===== src/rtl/intr_ctrl_if.sv =====
// intr_ctrl_if: bundles the interrupt sequencer's request/redirect signals.
//   master : used by intr_ctrl. It receives IRQ, INSTR_DONE, MRET and the CSR
//            values, and drives INT_TAKEN, PC_REDIRECT, TRAP_PC, MIE_RESTORE,
//            CAUSE, IN_ISR and PENDING.
//   slave  : used by the CPU FSM and CSR file side, with the opposite directions.
interface intr_ctrl_if #(
    parameter int NUM_SRC = 4,
    parameter int CAUSE_W = (NUM_SRC > 1) ? $clog2(NUM_SRC) : 1
);
    logic [NUM_SRC-1:0] IRQ;
    logic               INSTR_DONE;
    logic               MRET;
    logic               CSR_MIE;
    logic [31:0]        CSR_MTVEC;
    logic [31:0]        CSR_MEPC;
    logic               INT_TAKEN;
    logic               PC_REDIRECT;
    logic [31:0]        TRAP_PC;
    logic               MIE_RESTORE;
    logic [CAUSE_W-1:0] CAUSE;
    logic               IN_ISR;
    logic [NUM_SRC-1:0] PENDING;

    modport master (
        input  IRQ, INSTR_DONE, MRET, CSR_MIE, CSR_MTVEC, CSR_MEPC,
        output INT_TAKEN, PC_REDIRECT, TRAP_PC, MIE_RESTORE, CAUSE, IN_ISR, PENDING
    );

    modport slave (
        output IRQ, INSTR_DONE, MRET, CSR_MIE, CSR_MTVEC, CSR_MEPC,
        input  INT_TAKEN, PC_REDIRECT, TRAP_PC, MIE_RESTORE, CAUSE, IN_ISR, PENDING
    );
endinterface


===== src/rtl/intr_ctrl.sv =====
// intr_ctrl: interrupt sequencer for the OTTER MCU.
// It synchronizes and edge-detects the IRQ lines and latches each rise as a
// pending bit. It takes the lowest pending index when MIE is set at an
// instruction boundary, and redirects the PC to MTVEC on a take and to MEPC on
// MRET.
// Ports:
//   CLK   : system clock; all state changes on the rising edge.
//   RST_N : synchronous active-low reset.
//   bus   : intr_ctrl_if.master, carrying the IRQ, boundary, MRET and CSR
//           inputs and the registered take/redirect/status outputs.
//
// state | meaning
// IDLE  | waiting for a take condition or a stray mret
// TAKE  | INT_TAKEN and PC_REDIRECT to MTVEC asserted this cycle
// ISR   | handler running; new edges only latch as pending
// RET   | PC_REDIRECT to MEPC plus MIE_RESTORE asserted this cycle
module intr_ctrl #(
    parameter int NUM_SRC = 4,
    parameter int CAUSE_W = (NUM_SRC > 1) ? $clog2(NUM_SRC) : 1
) (
    input  logic        CLK,
    input  logic        RST_N,
    intr_ctrl_if.master bus
);

    typedef enum logic [1:0] {IDLE, TAKE, ISR, RET} state_t;

    state_t             state;
    logic [NUM_SRC-1:0] sync1, sync2, hist;
    logic [NUM_SRC-1:0] pending;
    logic [CAUSE_W-1:0] cause;
    logic [31:0]        trap_pc;
    logic               int_taken, pc_redirect, mie_restore, in_isr;

    logic [NUM_SRC-1:0] rise;
    logic [NUM_SRC-1:0] win_oh;
    logic [CAUSE_W-1:0] winner;
    logic               take;
    logic [NUM_SRC-1:0] pending_nxt;

    assign rise = sync2 & ~hist;

    // Scan from high to low so the lowest set index is the last one written.
    always_comb begin
        winner = '0;
        win_oh = '0;
        for (int i = NUM_SRC - 1; i >= 0; i--) begin
            if (pending[i]) begin
                winner    = CAUSE_W'(i);
                win_oh    = '0;
                win_oh[i] = 1'b1;
            end
        end
    end

    // MRET has priority over a take. A take is also held off for one cycle
    // after a redirect, so that PC_REDIRECT is never high two cycles running.
    assign take = (state == IDLE) && (|pending) && bus.CSR_MIE && bus.INSTR_DONE
                  && !bus.MRET && !pc_redirect;

    // A rise on the bit being cleared re-sets it, so the new event is kept.
    assign pending_nxt = (pending & ~(take ? win_oh : '0)) | rise;

    always_ff @(posedge CLK) begin
        if (!RST_N) begin
            state       <= IDLE;
            sync1       <= '0;
            sync2       <= '0;
            hist        <= '0;
            pending     <= '0;
            cause       <= '0;
            trap_pc     <= '0;
            int_taken   <= 1'b0;
            pc_redirect <= 1'b0;
            mie_restore <= 1'b0;
            in_isr      <= 1'b0;
        end else begin
            sync1       <= bus.IRQ;
            sync2       <= sync1;
            hist        <= sync2;
            pending     <= pending_nxt;
            int_taken   <= 1'b0;
            pc_redirect <= 1'b0;
            mie_restore <= 1'b0;
            case (state)
                IDLE: begin
                    if (bus.MRET) begin
                        pc_redirect <= 1'b1;
                        trap_pc     <= bus.CSR_MEPC;
                    end else if (take) begin
                        state       <= TAKE;
                        cause       <= winner;
                        trap_pc     <= bus.CSR_MTVEC;
                        int_taken   <= 1'b1;
                        pc_redirect <= 1'b1;
                        in_isr      <= 1'b1;
                    end
                end
                TAKE: begin
                    state <= ISR;
                end
                ISR: begin
                    if (bus.MRET) begin
                        state       <= RET;
                        trap_pc     <= bus.CSR_MEPC;
                        pc_redirect <= 1'b1;
                        mie_restore <= 1'b1;
                    end
                end
                RET: begin
                    state  <= IDLE;
                    in_isr <= 1'b0;
                end
                default: begin
                    state  <= IDLE;
                    in_isr <= 1'b0;
                end
            endcase
        end
    end

    assign bus.INT_TAKEN   = int_taken;
    assign bus.PC_REDIRECT = pc_redirect;
    assign bus.TRAP_PC     = trap_pc;
    assign bus.MIE_RESTORE = mie_restore;
    assign bus.CAUSE       = cause;
    assign bus.IN_ISR      = in_isr;
    assign bus.PENDING     = pending;

endmodule


===== src/flat_wrapper.sv =====
// flat-port wrapper written by rule: the top's interface ports become plain ports
module intr_ctrl_flat 
#(
    parameter int NUM_SRC = 4,
    parameter int CAUSE_W = (NUM_SRC > 1) ? $clog2(NUM_SRC) : 1
)
  (CLK, RST_N, bus_IRQ, bus_INSTR_DONE, bus_MRET, bus_CSR_MIE, bus_CSR_MTVEC, bus_CSR_MEPC, bus_INT_TAKEN, bus_PC_REDIRECT, bus_TRAP_PC, bus_MIE_RESTORE, bus_CAUSE, bus_IN_ISR, bus_PENDING);
  intr_ctrl_if #(.NUM_SRC(NUM_SRC), .CAUSE_W(CAUSE_W)) bus_i ();
  input  logic CLK;
  input  logic RST_N;
  input wire logic [$bits(bus_i.IRQ)-1:0] bus_IRQ;
  input wire logic [$bits(bus_i.INSTR_DONE)-1:0] bus_INSTR_DONE;
  input wire logic [$bits(bus_i.MRET)-1:0] bus_MRET;
  input wire logic [$bits(bus_i.CSR_MIE)-1:0] bus_CSR_MIE;
  input wire logic [$bits(bus_i.CSR_MTVEC)-1:0] bus_CSR_MTVEC;
  input wire logic [$bits(bus_i.CSR_MEPC)-1:0] bus_CSR_MEPC;
  output wire logic [$bits(bus_i.INT_TAKEN)-1:0] bus_INT_TAKEN;
  output wire logic [$bits(bus_i.PC_REDIRECT)-1:0] bus_PC_REDIRECT;
  output wire logic [$bits(bus_i.TRAP_PC)-1:0] bus_TRAP_PC;
  output wire logic [$bits(bus_i.MIE_RESTORE)-1:0] bus_MIE_RESTORE;
  output wire logic [$bits(bus_i.CAUSE)-1:0] bus_CAUSE;
  output wire logic [$bits(bus_i.IN_ISR)-1:0] bus_IN_ISR;
  output wire logic [$bits(bus_i.PENDING)-1:0] bus_PENDING;
  assign bus_i.IRQ = bus_IRQ;
  assign bus_i.INSTR_DONE = bus_INSTR_DONE;
  assign bus_i.MRET = bus_MRET;
  assign bus_i.CSR_MIE = bus_CSR_MIE;
  assign bus_i.CSR_MTVEC = bus_CSR_MTVEC;
  assign bus_i.CSR_MEPC = bus_CSR_MEPC;
  assign bus_INT_TAKEN = bus_i.INT_TAKEN;
  assign bus_PC_REDIRECT = bus_i.PC_REDIRECT;
  assign bus_TRAP_PC = bus_i.TRAP_PC;
  assign bus_MIE_RESTORE = bus_i.MIE_RESTORE;
  assign bus_CAUSE = bus_i.CAUSE;
  assign bus_IN_ISR = bus_i.IN_ISR;
  assign bus_PENDING = bus_i.PENDING;
  intr_ctrl #(.NUM_SRC(NUM_SRC), .CAUSE_W(CAUSE_W)) u_core (.CLK(CLK), .RST_N(RST_N), .bus(bus_i));
endmodule

===== config.mk =====
export PLATFORM = sky130hd
export DESIGN_NAME = intr_ctrl_flat
export DESIGN_NICKNAME = d
export VERILOG_FILES = /design/src/rtl/intr_ctrl_if.sv /design/src/rtl/intr_ctrl.sv /design/src/flat_wrapper.sv
export SDC_FILE = /design/constraint.sdc
export NUM_CORES = 1
export LEC_CHECK = 0
export CORE_MARGIN = 3
export CORE_UTILIZATION = 25
export CTS_BUF_LIST = sky130_fd_sc_hd__clkbuf_8
export DETAILED_ROUTE_END_ITERATION = 16
export HOLD_SLACK_MARGIN = 0.03
export PLACE_DENSITY = 0.59
export SLEW_MARGIN = 25
export SYNTH_ARGS = -nofsm -noshare
export SYNTH_HDL_FRONTEND = slang
export SYNTH_SLANG_ARGS = --single-unit

===== constraint.sdc =====
create_clock -name CLK -period 2.7 [get_ports CLK]
set_input_delay 0.405 -clock CLK [delete_from_list [all_inputs] [get_ports CLK]]
set_output_delay 0.405 -clock CLK [all_outputs]
set_load 0.005 [all_outputs]

; Word level (Yosys, flattened, before mapping)
; Index checks and enable logic that the tools add are counted.
[totals]
ff_bits = 56
in_bits = 73
output_inout_bits = 42
[classes]
n_eq_ne = 7
mux = 24
n_bitwise = 8
reduce_logical = 17
[ops]
columns = cell, n
row1 = 32-bit 2-to-1 mux, 3
row2 = 32-bit case mux with 2 select lines, 1
row3 = 4-bit 2-to-1 mux, 5
row4 = 2-bit 2-to-1 mux, 7
row5 = 3-bit AND reduction, 4
row6 = 4-bit AND, 2
row7 = 4-bit NOT, 2
row8 = 2-bit case mux with 4 select lines, 1
row9 = 1-bit logical AND, 5
row10 = 1-bit 2-to-1 mux, 5
row11 = 2-bit == test (second input constant), 2
row12 = 2-bit inequality test (second input constant), 2
row13 = 4-bit bitwise OR, 1
row14 = 1-bit case mux with 2 select lines, 2
row15 = 2-bit nonzero test, 2
row16 = 4-bit OR reduction, 1
row17 = 3-bit by 2-bit inequality test with 1-bit output (second input constant), 1
row18 = 1-bit NOT, 3
row19 = 3-bit OR reduction, 1
row20 = 2-bit by 1-bit == test with 1-bit output (second input constant), 1
row21 = 1-bit logical NOT, 2
row22 = 2-bit logical NOT, 1
row23 = 2-bit by 1-bit inequality test with 1-bit output (second input constant), 1
row24 = 2-bit AND reduction, 1

; Longest topological paths before layout
; Gate-level depths: netlist of the first run.
[logic_depth]
word_depth = 10
ltp_mapped = 9

; Worst setup path before layout of the first run
; OpenSTA, ideal clock, no wires.
[synth_path]
kind = flip-flop to flip-flop
from = register u_core.state[0]
to = register u_core.trap_pc[0] (netlist: u_core.bus.TRAP_PC[0])
setup_time_ps = 89
arrival_ps = 1805
setup_slack_ps = 807
path_stages_with_launch = 10
n_path_buf = 4
period_less_slack_ps = 1893
path_cell_list = dfxtp_1 inv_1 ha_1 clkbuf_1 or2_2 clkbuf_1 and2_1 buf_6 buf_6 a311oi_2
[synth_between]
elab_chain_cells = 8
[synth_rtl]
columns = item, line_no
row1 = start: declaration, intr_ctrl.sv:28  ; state_t state;
row2 = start signal: assignment, intr_ctrl.sv:66  ; state <= IDLE;
row3 = start signal: assignment, intr_ctrl.sv:91  ; state <= TAKE;
row4 = start signal: assignment, intr_ctrl.sv:100  ; state <= ISR;
row5 = 2-bit logical NOT, "intr_ctrl.sv:58, intr_ctrl.sv:85"
row6 = 1-bit logical AND (3 in a row), intr_ctrl.sv:58  ; assign take = (state == IDLE) && (|pending) && bus.CSR_MIE && bus.INSTR_DONE
row7 = 1-bit logical AND (2 in a row), intr_ctrl.sv:59  ; && !bus.MRET && !pc_redirect;
row8 = 3-bit by 2-bit inequality test with 1-bit output (no line), -
row9 = 3-bit AND reduction (no line), -
row10 = end signal: assignment, intr_ctrl.sv:89  ; trap_pc <= bus.CSR_MEPC;
row11 = end signal: assignment, intr_ctrl.sv:93  ; trap_pc <= bus.CSR_MTVEC;
row12 = end signal: assignment, intr_ctrl.sv:105  ; trap_pc <= bus.CSR_MEPC;
row13 = end: declaration, intr_ctrl.sv:32  ; logic [31:0] trap_pc;
; Several ways; a longest one is shown, not always the timed one.
; A chain may end at the register's enable or synchronous reset.

; Final worst setup path of the first run
[layout_path]
from = register u_core.state[0]
to = register u_core.trap_pc[18] (netlist: u_core.bus.TRAP_PC[18])
; The elaborated chain is that of the path after synthesis.

==> summary.md, run 1 <==
| Metric | Value |
|---|---|
| DRC Markers | 0 |
| Avg WL per Cell | 15.0 um |
| # resized after CTS | 0 |
| Min-delay worst type | reg2reg |
| Syn nets | about 360 |
| Vias | approximately 2400 |
| Ys async rst share | 0% |
| Drt first-iter violations | 40 |
| Routability-driven placement congestion ratio | around 0.71 |
| GRT Util Overall | a little over an eighth |
| Post-Synthesis Cells | 278 |
| Largest net degree at the start of global routing | 38 |
| NetSw | between 1 and 1.5 mW |
| Post-CTS Hold Fix Bufs | 0 |
| CP startpoint | u_core.state[0]$_SDFFE_PN0P_ |
| Fin Clk Skew | ~0.0040 ns |
| Vias per std cell | between 4 and 5 |
| Pins over their slew limit | 0 |
| Clock input transition at the sequential cells of the worst setup and hold paths | around 0.11 ns |
| Initial Util | between 20% and 30% |
| Critical path data arrival time | 2.23 ns |
| Yosys warning count | 0 |
| Post-Layout Cell Count | approximately 520 |
| Critical path capture point type | flip-flop |
| CTS tree | built |
| Seq pwr share | a little over a third |
| Post-synth EDFFs | 0 |
| Maximum VDD drop | around 0.29 mV |
| DPL Wire Length | ~5500 um |
| Final Hold Viols | 0 |
| Leak pwr | ~1.4 nW |
| P&R area growth vs syn | 54.3% |
| Yosys cell types | 28 |
| Placed insts | 507 |
| Max-cap violations | 0 |
| Top cells by area, synth | dfxtp_1, a311oi_2, a21oi_1 |
| Tmin final | roughly 2.0 ns |
| Synth cell count leaders | dfxtp_1, a21oi_1, nand2_1 |
| Seq cells post-synth | 56 |
| Seq/Total Area, Yosys | between 40% and 50% |
| Die Ht | 107 um |
| Cell Area, Synth | between 2000 and 3000 um^2 |
| Drt total wl | 7720 um |
| Clock sinks | 56 |
| Share of layout cells above drive strength 1 | 14.4% |
| Core area | 9860 um^2 |
| Layout Nets | roughly 460 |
| Final Cell Area | 3960 um^2 |
| CTS Buffer Depth | 2 |
| Worst Setup Start Kind | flip-flop |
| Power share of the combinational group | between 40 and 50% |
| Most frequent cell after synthesis | dfxtp_1 |
| Cell Area, Placed | roughly 3800 um^2 |
| Vias in the first global route | 2490 |
| Reg-to-Reg Start | u_core.state[0]$_SDFFE_PN0P_ |
| Die X | roughly 110 um |
| Worst slew pin tran | a little under 0.4 ns |
| Predominant post-synthesis flop cell | dfxtp_1 |
| IO Port Bufs | roughly 110 |
| Avg Cell Area, Syn | 9.23 um^2 |
| Kind of critical path | reg2reg |
| N_diodes | 0 |
| Total Power | approximately 3 mW |
| TritonCTS buffer count | 5 |
| Post-route ant nets | 0 |
| Worst Hold Launch | u_core.hist[3]$_SDFF_PN0_ |
| Internal | 1.98 mW |
| Outcome | finished, final reports clean |
| First-pass GRT wire length | 12600 um |
| Sum Neg Setup Slack | 0 ns |
| Ports | 115 |
| Initial antenna violation count | 0 |
| Sw Share | about a third |
| CTS H-tree lvls | 2 |
| Peak Freq | about 500 MHz |
| Pwr Density | approximately 760 nW/um^2 |
| Latest clock arrival within the worst-skew pair | just over 0.3 ns |
| CP Data Required Time | between 2 and 3 ns |
| CP Max Fanout | 27 |
| Root Buffer Master | clkbuf_8 |
| Clock power frac | a little under a fifth |
| Fin crit share | 74.4% |
| Synth area leader | dfxtp_1 |
| Layout Utilization | roughly 40% |
| RSZ-0062 raised after global routing | false |
| Total congestion overflow | 0 |
| Final setup fails | 0 |
| Total iterations of the first detailed-routing run | 4 |
| Area share of the largest cell type after synthesis | a little over two fifths |
| Slew headroom | about 74% |
| Setup Buffers After CTS | 0 |
| Row count | 36 |
| Die area | approximately 12000 um^2 |
-- logic make-up after synthesis --
| group | synth area share, % |
|---|---|
| adders and majority gates | 1.95 |
| and+or+nand+nor | 12.8 |
| AOI/OAI and AO/OA | 34.7 |
| DFF | 43.7 |
| muxes | 0.390 |
| buffers and inverters | 6.44 |
-- cell type report --
type	count	area [um^2]
Clock buffer	5	68.8
Clock inverter	3	47.5
Fill cell	968	5910
Inverter	8	30.0
Multi-Input combinational cell	186	1280
Sequential cell	56	1120
Tap cell	133	166
Timing Repair Buffer	124	1240
-- per-stage QoR --
| step | hold WS (ns) | setup slack, ns |
|---|---|---|
| after floorplan | 0.399 | 0.807 |
| after global placement | 0.404 | 0.495 |
| after detailed placement | 0.412 | 0.452 |
| after CTS | 0.428 | 0.662 |
| after global routing | 0.466 | 0.534 |
| final | 0.422 | 0.691 |
-- worst paths after layout --
kind / slack [ns] / end / cells after the start
min reg2reg: 0.42 / u_core.bus.PENDING[3]$_SDFF_PN0_ / 1
max: 0.69 / u_core.bus.TRAP_PC[18]$_SDFFE_PN0P_ / 7
max reg2reg: 0.69 / u_core.bus.TRAP_PC[18]$_SDFFE_PN0P_ / 7
min: 0.42 / u_core.bus.PENDING[3]$_SDFF_PN0_ / 1
-- flip-flops by register name, summed over array words and instances (netlist names) --
name and cells:
u_core.bus.CAUSE 2, u_core.bus.INT_TAKEN 1, u_core.bus.PENDING 4, u_core.bus.IN_ISR 1, u_core.hist 4, u_core.bus.MIE_RESTORE 1
u_core.sync2 4, u_core.bus.TRAP_PC 32, u_core.state 2, u_core.bus.PC_REDIRECT 1, u_core.sync1 4
-- worst max-delay path: stages (launching register included) --
cell and delay [ns]:
dfxtp_1 0.39, inv_1 0.09, ha_1 0.22, buf_4 0.20, or2_2 0.31, and2_2 0.28
buf_12 0.20, a311oi_1 0.22
-- power by group through the flow --
stage	Sequential, mW	Combinational, mW	Clock (mW)
2_1_floorplan	1.12	0.784	0
3_3_place_gp	1.11	1.35	0
3_5_place_dp	1.12	1.37	0
4_1_cts	1.10	1.37	0.596
5_1_grt	1.12	1.48	0.625
6_report	1.10	1.35	0.572
-- layout by cell type (no fill, tap or decap), drive strengths merged, types with 2 or more instances in the layout --
cell / count
a21oi: 40
a311oi: 32
and2: 12
buf: 10
clkbuf: 5
clkdlybuf4s50: 114
clkinv: 2
dfxtp: 56
ha: 4
inv: 8
nand2: 38
nand3: 2
nor2: 7
nor2b: 2
o21ai: 35
-- layer usage --
metal,track usage (%),wire (um)
met5,0,0
met4,2.56,40
met3,4.20,693
met2,21.3,3490
met1,17.9,3490
Note: power is estimated with default switching activity, not from simulation.
==> inputs of run 2 (changes only) <==
- clock period: 2.7 -> 2 ns (I/O delays scaled with it)
==> summary.md, run 2 (synthesis results as in run 1) <==
| Metric | Value |
|---|---|
| Maximum VDD drop | 0.376 mV |
| Max FFs per register | 32 |
| Largest net degree at the start of global routing | 34 |
| Share of layout cells above drive strength 1 | a little under a fifth |
| Outcome | finished, final reports clean |
| Setup Buffers After CTS | 0 |
| CTS Buffer Depth | 2 |
| Post-route ant nets | 0 |
| Initial Util | a little over a quarter |
| Clock input transition at the sequential cells of the worst setup and hold paths | between 0.1 and 0.15 ns |
| Layout Utilization | around two fifths |
| CP Max Fanout | 10 |
| Routability-driven placement congestion ratio | between 0.7 and 0.8 |
| N_diodes | 0 |
| Largest stage delay, worst path | about 0.56 ns |
| Die Ht | around 110 um |
| DPL Wire Length | roughly 5600 um |
| Final Hold Viols | 0 |
| Critical path destination | u_core.bus.TRAP_PC[22]$_SDFFE_PN0P_ |
| Peak Freq | between 500 and 600 MHz |
| CP Data Required Time | 2.23 ns |
| Critical path data arrival time | about 2.1 ns |
| Clock power frac | roughly 16% |
| Kind of critical path | reg2reg |
| NetSw | between 1 and 1.5 mW |
| Drt total wl | 7950 um |
| Worst path bufs/invs | 2 |
| Cell Area, Placed | 3970 um^2 |
| Reg-to-Reg Start | u_core.bus.PENDING[0]$_SDFF_PN0_ |
| FF-to-FF End | u_core.bus.TRAP_PC[22]$_SDFFE_PN0P_ |
| Leak pwr | around 1.5 nW |
| Total congestion overflow | 0 |
| Worst Setup Start Kind | flip-flop |
| Min-delay worst type | reg2reg |
| Pins over their slew limit | 0 |
| Reg2reg path depth | 6 |
| Total iterations of the first detailed-routing run | 4 |
| DR WL met3 | approximately 520 um |
| Metal-1 WL | 3760 um |
| Power share of the combinational group | 48.2% |
| Total Power | ~4.1 mW |
| Die area | about 12000 um^2 |
| Vias in the first global route | 2573 |
| Clock sinks | 56 |
| Final setup fails | 0 |
| CP Cell Sequence | or4_4 -> a21o_4 -> buf_12 -> and2_4 -> clkbuf_16 -> a311oi_2 |
| Vias per std cell | between 4 and 5 |
| Most common cell after layout, fill and taps aside | clkdlybuf4s50_1 |
| Tmin final | between 1.5 and 2 ns |
| RSZ-0062 raised after global routing | false |
| Commonest non-fill, non-tap cells in the layout | clkdlybuf4s50_1, dfxtp_1, a21oi_1 |
| Latest clock arrival within the worst-skew pair | ~0.31 ns |
| Pwr Density | about 1000 nW/um^2 |
| Slowest stage cell, crit path | or4_4 |
| Die X | roughly 110 um |
| Slew headroom | about three quarters |
| Ports | 115 |
| Initial antenna violation count | 0 |
| IO Port Bufs | approximately 110 |
| CTS H-tree lvls | 2 |
| DRC Markers | 0 |
| Worst R2R Setup Slack | 0.12 ns |
| Max-cap violations | 0 |
| GRT Util Overall | a little over an eighth |
| Vias | around 2500 |
| Core area | 9860 um^2 |
| Drt first-iter violations | between 70 and 80 |
| TritonCTS buffer count | 5 |
| CP delay by family, top | simple AND/OR/NAND/NOR gates |
| Fin Clk Skew | ~0.0048 ns |
| Final Cell Area | ~4100 um^2 |
| P&R area growth vs syn | 60.5% |
| WL met2 | ~3700 um |
| First-pass GRT wire length | approximately 13000 um |
| CTS tree | built |
| Sw Share | between 30% and 40% |
| Root Buffer Master | clkbuf_8 |
| CP startpoint | u_core.bus.PENDING[0]$_SDFF_PN0_ |
| WP depth | 6 |
| Layout Nets | ~470 |
| Worst slew pin tran | approximately 0.39 ns |
| Seq pwr share | about 36% |
| Internal | between 2 and 3 mW |
| DR top layer | met4 |
| Avg WL per Cell | approximately 15 um |
| Row count | 36 |
| Fin crit share | between 90 and 100% |
| Number of fill cells | around 970 |
| Critical path capture point type | flip-flop |
[run 2: cell type report]
type | count | area (um^2) | share of cell area, %
inverter | 8 | 30.0 | 0.729
sequential | 56 | 1120 | 27.2
tap | 133 | 166 | 4.04
multi-input combinational | 186 | 1300 | 31.6
clock buffer | 5 | 68.8 | 1.67
timing repair buffer | 139 | 1400 | 34.1
clock inverter | 3 | 26.3 | 0.638
[run 2: worst min-delay path by stage]
| stage | end | cells past startpoint | slack [ns] | from |
|---|---|---|---|---|
| floorplan | u_core.bus.PENDING[3]$_SDFF_PN0_ | 1 | 0.40 | u_core.hist[3]$_SDFF_PN0_ |
| global placement | u_core.bus.PENDING[3]$_SDFF_PN0_ | 1 | 0.41 | u_core.hist[3]$_SDFF_PN0_ |
| detailed placement | u_core.bus.PENDING[3]$_SDFF_PN0_ | 1 | 0.42 | u_core.hist[3]$_SDFF_PN0_ |
| CTS | u_core.bus.PENDING[3]$_SDFF_PN0_ | 1 | 0.44 | u_core.hist[3]$_SDFF_PN0_ |
| global route | u_core.bus.PENDING[3]$_SDFF_PN0_ | 1 | 0.46 | u_core.hist[3]$_SDFF_PN0_ |
| finish | u_core.bus.PENDING[3]$_SDFF_PN0_ | 1 | 0.43 | u_core.hist[3]$_SDFF_PN0_ |
[run 2: metrics by stage]
step           setup WS (ns)  hold slack [ns]  TNS (ns)  instances
2_1_floorplan          0.107            0.399         0        278
3_3_place_gp         -0.0178            0.405    -0.312        521
3_5_place_dp         -0.0334            0.417    -0.537        521
4_1_cts               0.0292            0.438         0        529
5_1_grt              0.00227            0.457         0        530
6_report               0.116            0.434         0        530
[run 2: routing by layer]
layer,global-route usage [%],up-vias
met2,23.0,76
met4,1.74,0
li1,-,1237
met1,18.2,1162
met3,3.66,2
met5,0,-
[run 2: power groups by stage]
stage	logic (mW)	registers (mW)	clock network [mW]
finish	1.99	1.48	0.665
global route	2.19	1.51	0.730
CTS	1.95	1.47	0.694
detailed placement	1.95	1.50	0
global placement	1.92	1.49	0
floorplan	1.06	1.51	0
[run 2: timing repair]
item	4_1_cts	5_1_grt
hold endpoints to repair	0	0
hold buffers	0	0
gates resized for setup	0	7
endpoints found under the setup margin	0	32
